**config.mk**
```make
export PLATFORM = sky130hd
export DESIGN_NAME = mag_cmp
export DESIGN_NICKNAME = d
export VERILOG_FILES = /design/src/rtl/mag_cmp.sv
export SDC_FILE = /design/constraint.sdc
export NUM_CORES = 1
export LEC_CHECK = 0
export BUFFER_PORTS_ARGS = -buffer_cell sky130_fd_sc_hd__buf_2
export CAP_MARGIN = 40
export CORE_AREA = 2 2 39 41
export DETAILED_ROUTE_END_ITERATION = 8
export DIE_AREA = 0 0 41 43
export PLACE_DENSITY = 0.36
export SLEW_MARGIN = 20
export SYNTH_ARGS = -nofsm -noshare
export SYNTH_HDL_FRONTEND = slang
export SYNTH_SLANG_ARGS = --single-unit
```
**constraint.sdc**
```tcl
create_clock -name clk -period 1.9 [get_ports clk]
set_clock_uncertainty 0.15 [all_clocks]
set_input_delay 0.57 -clock clk [delete_from_list [all_inputs] [get_ports clk]]
set_output_delay 0.57 -clock clk [all_outputs]
set_load 0.05 [all_outputs]
```
**src/rtl/mag_cmp.sv**
```systemverilog
// ---------------------------------------------------------------------------
// mag_cmp -- registered magnitude comparator.
//
// Compares two WIDTH-bit operands and registers one-hot greater / equal /
// less flags one clock after the operands are accepted.
//
// Compile-time option:
//   MAG_CMP_SIGNED_EN  defined     -> operands are two's-complement signed
//                      undefined   -> operands are unsigned (default)
//
// Parameters:
//   WIDTH      operand width in bits, 1..32 (default 2)
//
// Ports:
//   clk        rising-edge clock
//   rst        asynchronous active-high reset; clears all outputs
//   in_valid   a/b are to be compared on this edge
//   a, b       operands
//   c          registered flag, a >  b
//   d          registered flag, a == b
//   e          registered flag, a <  b
//   out_valid  c/d/e hold a result accepted on the previous edge
// ---------------------------------------------------------------------------
module mag_cmp #(
    parameter int WIDTH = 2
) (
    input  logic             clk,
    input  logic             rst,
    input  logic             in_valid,
    input  logic [WIDTH-1:0] a,
    input  logic [WIDTH-1:0] b,
    output logic             c,
    output logic             d,
    output logic             e,
    output logic             out_valid
);

    typedef struct packed {
        logic gt;
        logic eq;
        logic lt;
    } cmp_res_t;

    cmp_res_t res_nxt;
    cmp_res_t res_q;
    logic     vld_q;

    // Equality is mode-independent; only the ordering needs the sign view.
    always_comb begin
        res_nxt    = '0;
        res_nxt.eq = (a == b);
`ifdef MAG_CMP_SIGNED_EN
        res_nxt.gt = ($signed(a) > $signed(b));
        res_nxt.lt = ($signed(a) < $signed(b));
`else
        res_nxt.gt = (a > b);
        res_nxt.lt = (a < b);
`endif
    end

    // Flags only load on an accepted compare, so they keep the last result
    // while idle; the valid bit is what tells a consumer it is fresh.
    always_ff @(posedge clk or posedge rst) begin
        if (rst) begin
            res_q <= '0;
            vld_q <= 1'b0;
        end else begin
            vld_q <= in_valid;
            if (in_valid) begin
                res_q <= res_nxt;
            end
        end
    end

    assign c         = res_q.gt;
    assign d         = res_q.eq;
    assign e         = res_q.lt;
    assign out_valid = vld_q;

endmodule

```
==> flow_summary.yaml <==
run_status:
  status: "finished, final reports clean"
placed_design:
  gp_congestion: 0.532
  port_buffers: 10
  dpl_cell_area_um2: 265
  dp_cells: 45
  post-place-ws_ps: 313
routing:
  dr.pass1.iters: 1
  vias: 156
  post_drt_wl_per_cell_um: 7.63
  drt_iter0_drc: 0
  wl_um: 366
  via_per_inst: 3.25
  drc: 0
  ant_nets: 0
clocking:
  clk_pin_slew_ps: 40
  cts_num_sinks: 4
  cts_setup_buffers: 0
  clk_root_buffer_cell: "clkbuf_4"
  numCtsBuffers: 3
  cts-hold-fix-buffers: 0
  ctsLongestPathBuffers: 2
  cts_tree: "yes"
  cts_resized: 0
  h-tree-depth: 1
  clkLatencyLatePin_ps: 230
pwr:
  p_switching_uw: 92.0
  p_total_uw: 282
  pwr-share-clk_pct: 36.3
  p_int_uw: 190
  ir_worst_vdd_mv: 0.175
  p_seq_share_pct: 35.5
  p_comb_share_pct: 28.2
  swShare_pct: 32.6
  p_per_area_mw_per_mm2: 981
  power.leakage_nw: 0.164
logic_synthesis:
  syn-instance-count: 19
  synth_fp_nets: 28
  yosys_register_bits: 4
  synth.area.mux_share_pct: 7.69
  synthXorXnorAreaFrac_pct: 0
  ys_seq_area_share_pct: 51.3
  syn_area_um2: 195
  synth_top_family_by_area: "adder cells"
  synth.avg_cell_area_um2: 10.3
  synth_fa_ha_area_share_pct: 12.8
  yosysUniqueCellTypes: 9
  yosysWarningCount: 0
  synth_compound_area_share_pct: 10.3
  synthSimpleGateAreaFrac_pct: 6.41
setup_path:
  slowest_stage: "dfrtp_1"
  cp-startpoint: "e"
  reg2regPathDepth: 1
  r2r_end: "e"
  critPathMaxFanout: 2
  required_ps: 1180
  worst-setup-path-type: "reg -> out"
  reg2reg_from: "e"
  path_cells: "buf_2"
  end_kind: "primary output"
  worst-endpoint-arrival_ps: 840
  cp_num_buf_inv: 1
  crit_family: "flip-flops"
  rrSetupSlack_ps: 1000
  start_kind: "register"
  slowest_delay_ps: 340
timing:
  finalSetupTns_ps: 0
  rsz0062_at_grt: "false"
  slew_viol_final: 0
  finalWorstSetupSlack_ps: 343
  worstMarginPinSlew_ps: 250
  setup_viol: 0
  fin_crit_ps: 1560
  post-route-period-util_pct: 82.0
  slew-limit-headroom_pct: 83.4
  max_freq_mhz: 642
  hold_viol_final: 0
global_routing:
  use_met1_pct: 6.11
  busiest_layer: "met4"
  grt_max_degree: 7
  antenna_found_initial: 0
  grt_pass1_wl_um: 634
  grt-ovfl-total: 0
  use_met2_pct: 7.50
  grt_pass1_vias: 174
  globalRouteTotalUtil_pct: 6.12
  use_met3_pct: 3.14
floorplan:
  core_area_mm2: 0.00138
  fp.dieH_um: 43
  placementRows: 14
  die_w_um: 41
  dieArea_mm2: 0.00176
  num_io_pins: 11
  start_util_pct: 14.1
hold_path:
  hold_path_class: "in -> async"
final_layout:
  syn_to_final_growth_pct: 47.4
  finalInstanceArea_um2: 288
  fillers: 150
  diodes: 0
  final_cells: 48
  drive_above_1_share_pct: 46.9
  fin_nets: 43
flow_run:
  cap_violations: 0
==> cell families after synthesis <==
| group | Yosys count |
|---|---|
| flip-flops | 4 |
| adder cells (fa/ha/maj) | 2 |
| AO/OA/AOI/OAI | 3 |
| multiplexers | 1 |
| AND/OR/NAND/NOR | 3 |
| buffers and inverters | 6 |
==> per-stage QoR <==
| step | hold slack [ps] | utilization [%] |
|---|---|---|
| floorplan | 186 | - |
| global placement | 299 | 19.2 |
| detailed placement | 307 | 19.2 |
| CTS | 54.9 | 20.8 |
| global route | 64.3 | 20.8 |
| finish | 60.1 | 20.8 |
==> final cells by class <==
type                       instances  area [µm²]  share of cell area, %
sequential                         4         100                   34.8
multi-input combinational          9        72.6                   25.2
timing repair buffer              10        50.0                   17.4
clock buffer                       3        22.5                   7.83
inverter                           6        22.5                   7.83
tap                               16        20.0                   6.96
==> registers in the layout, summed over array words and instances (netlist names) <==
name       count
c              1
d              1
e              1
out_valid      1
==> how the worst max path moves through the flow <==
stage	endpoint	cells after the start	slack, ps
2_1_floorplan	e	4	430
3_3_place_gp	e	4	330
3_5_place_dp	e	4	310
4_1_cts	e	1	330
5_1_grt	d	1	300
6_report	e	1	340
==> power by group through the flow <==
stage | Clock (mW) | Combinational (mW) | Sequential (mW)
detailed placement | 0 | 0.0805 | 0.102
global route | 0.118 | 0.0868 | 0.102
finish | 0.102 | 0.0796 | 0.100
floorplan | 0 | 0.0226 | 0.137
CTS | 0.109 | 0.0806 | 0.100
global placement | 0 | 0.0796 | 0.101
==> synthesized netlist by cell type <==
cell | n | area, µm²
inv_1 | 6 | 22.5
dfrtp_1 | 4 | 100
ha_1 | 2 | 25.0
nand2_1 | 2 | 7.51
a21oi_2 | 1 | 8.76
mux2_4 | 1 | 15.0
nand3_1 | 1 | 5.00
o21ai_0 | 1 | 5.00
o22ai_1 | 1 | 6.26
==> placed cells by master, fill, tap and decap left out <==
cell,Yosys,layout
buf_2,0,10
mux2_4,1,1
o22ai_1,1,1
inv_1,6,6
o21ai_0,1,1
a21oi_2,1,1
nand3_1,1,1
dfrtp_1,4,4
ha_1,2,2
clkbuf_4,0,3
nand2_1,2,2
==> routing by layer <==
| metal | share of wire, % | vias up |
|---|---|---|
| met3 | 19 | 0 |
| li1 | - | 86 |
| met5 | 0 | - |
| met2 | 39 | 11 |
| met4 | 0 | 0 |
| met1 | 41 | 59 |
No activity file was read; power rests on OpenSTA's default activity.
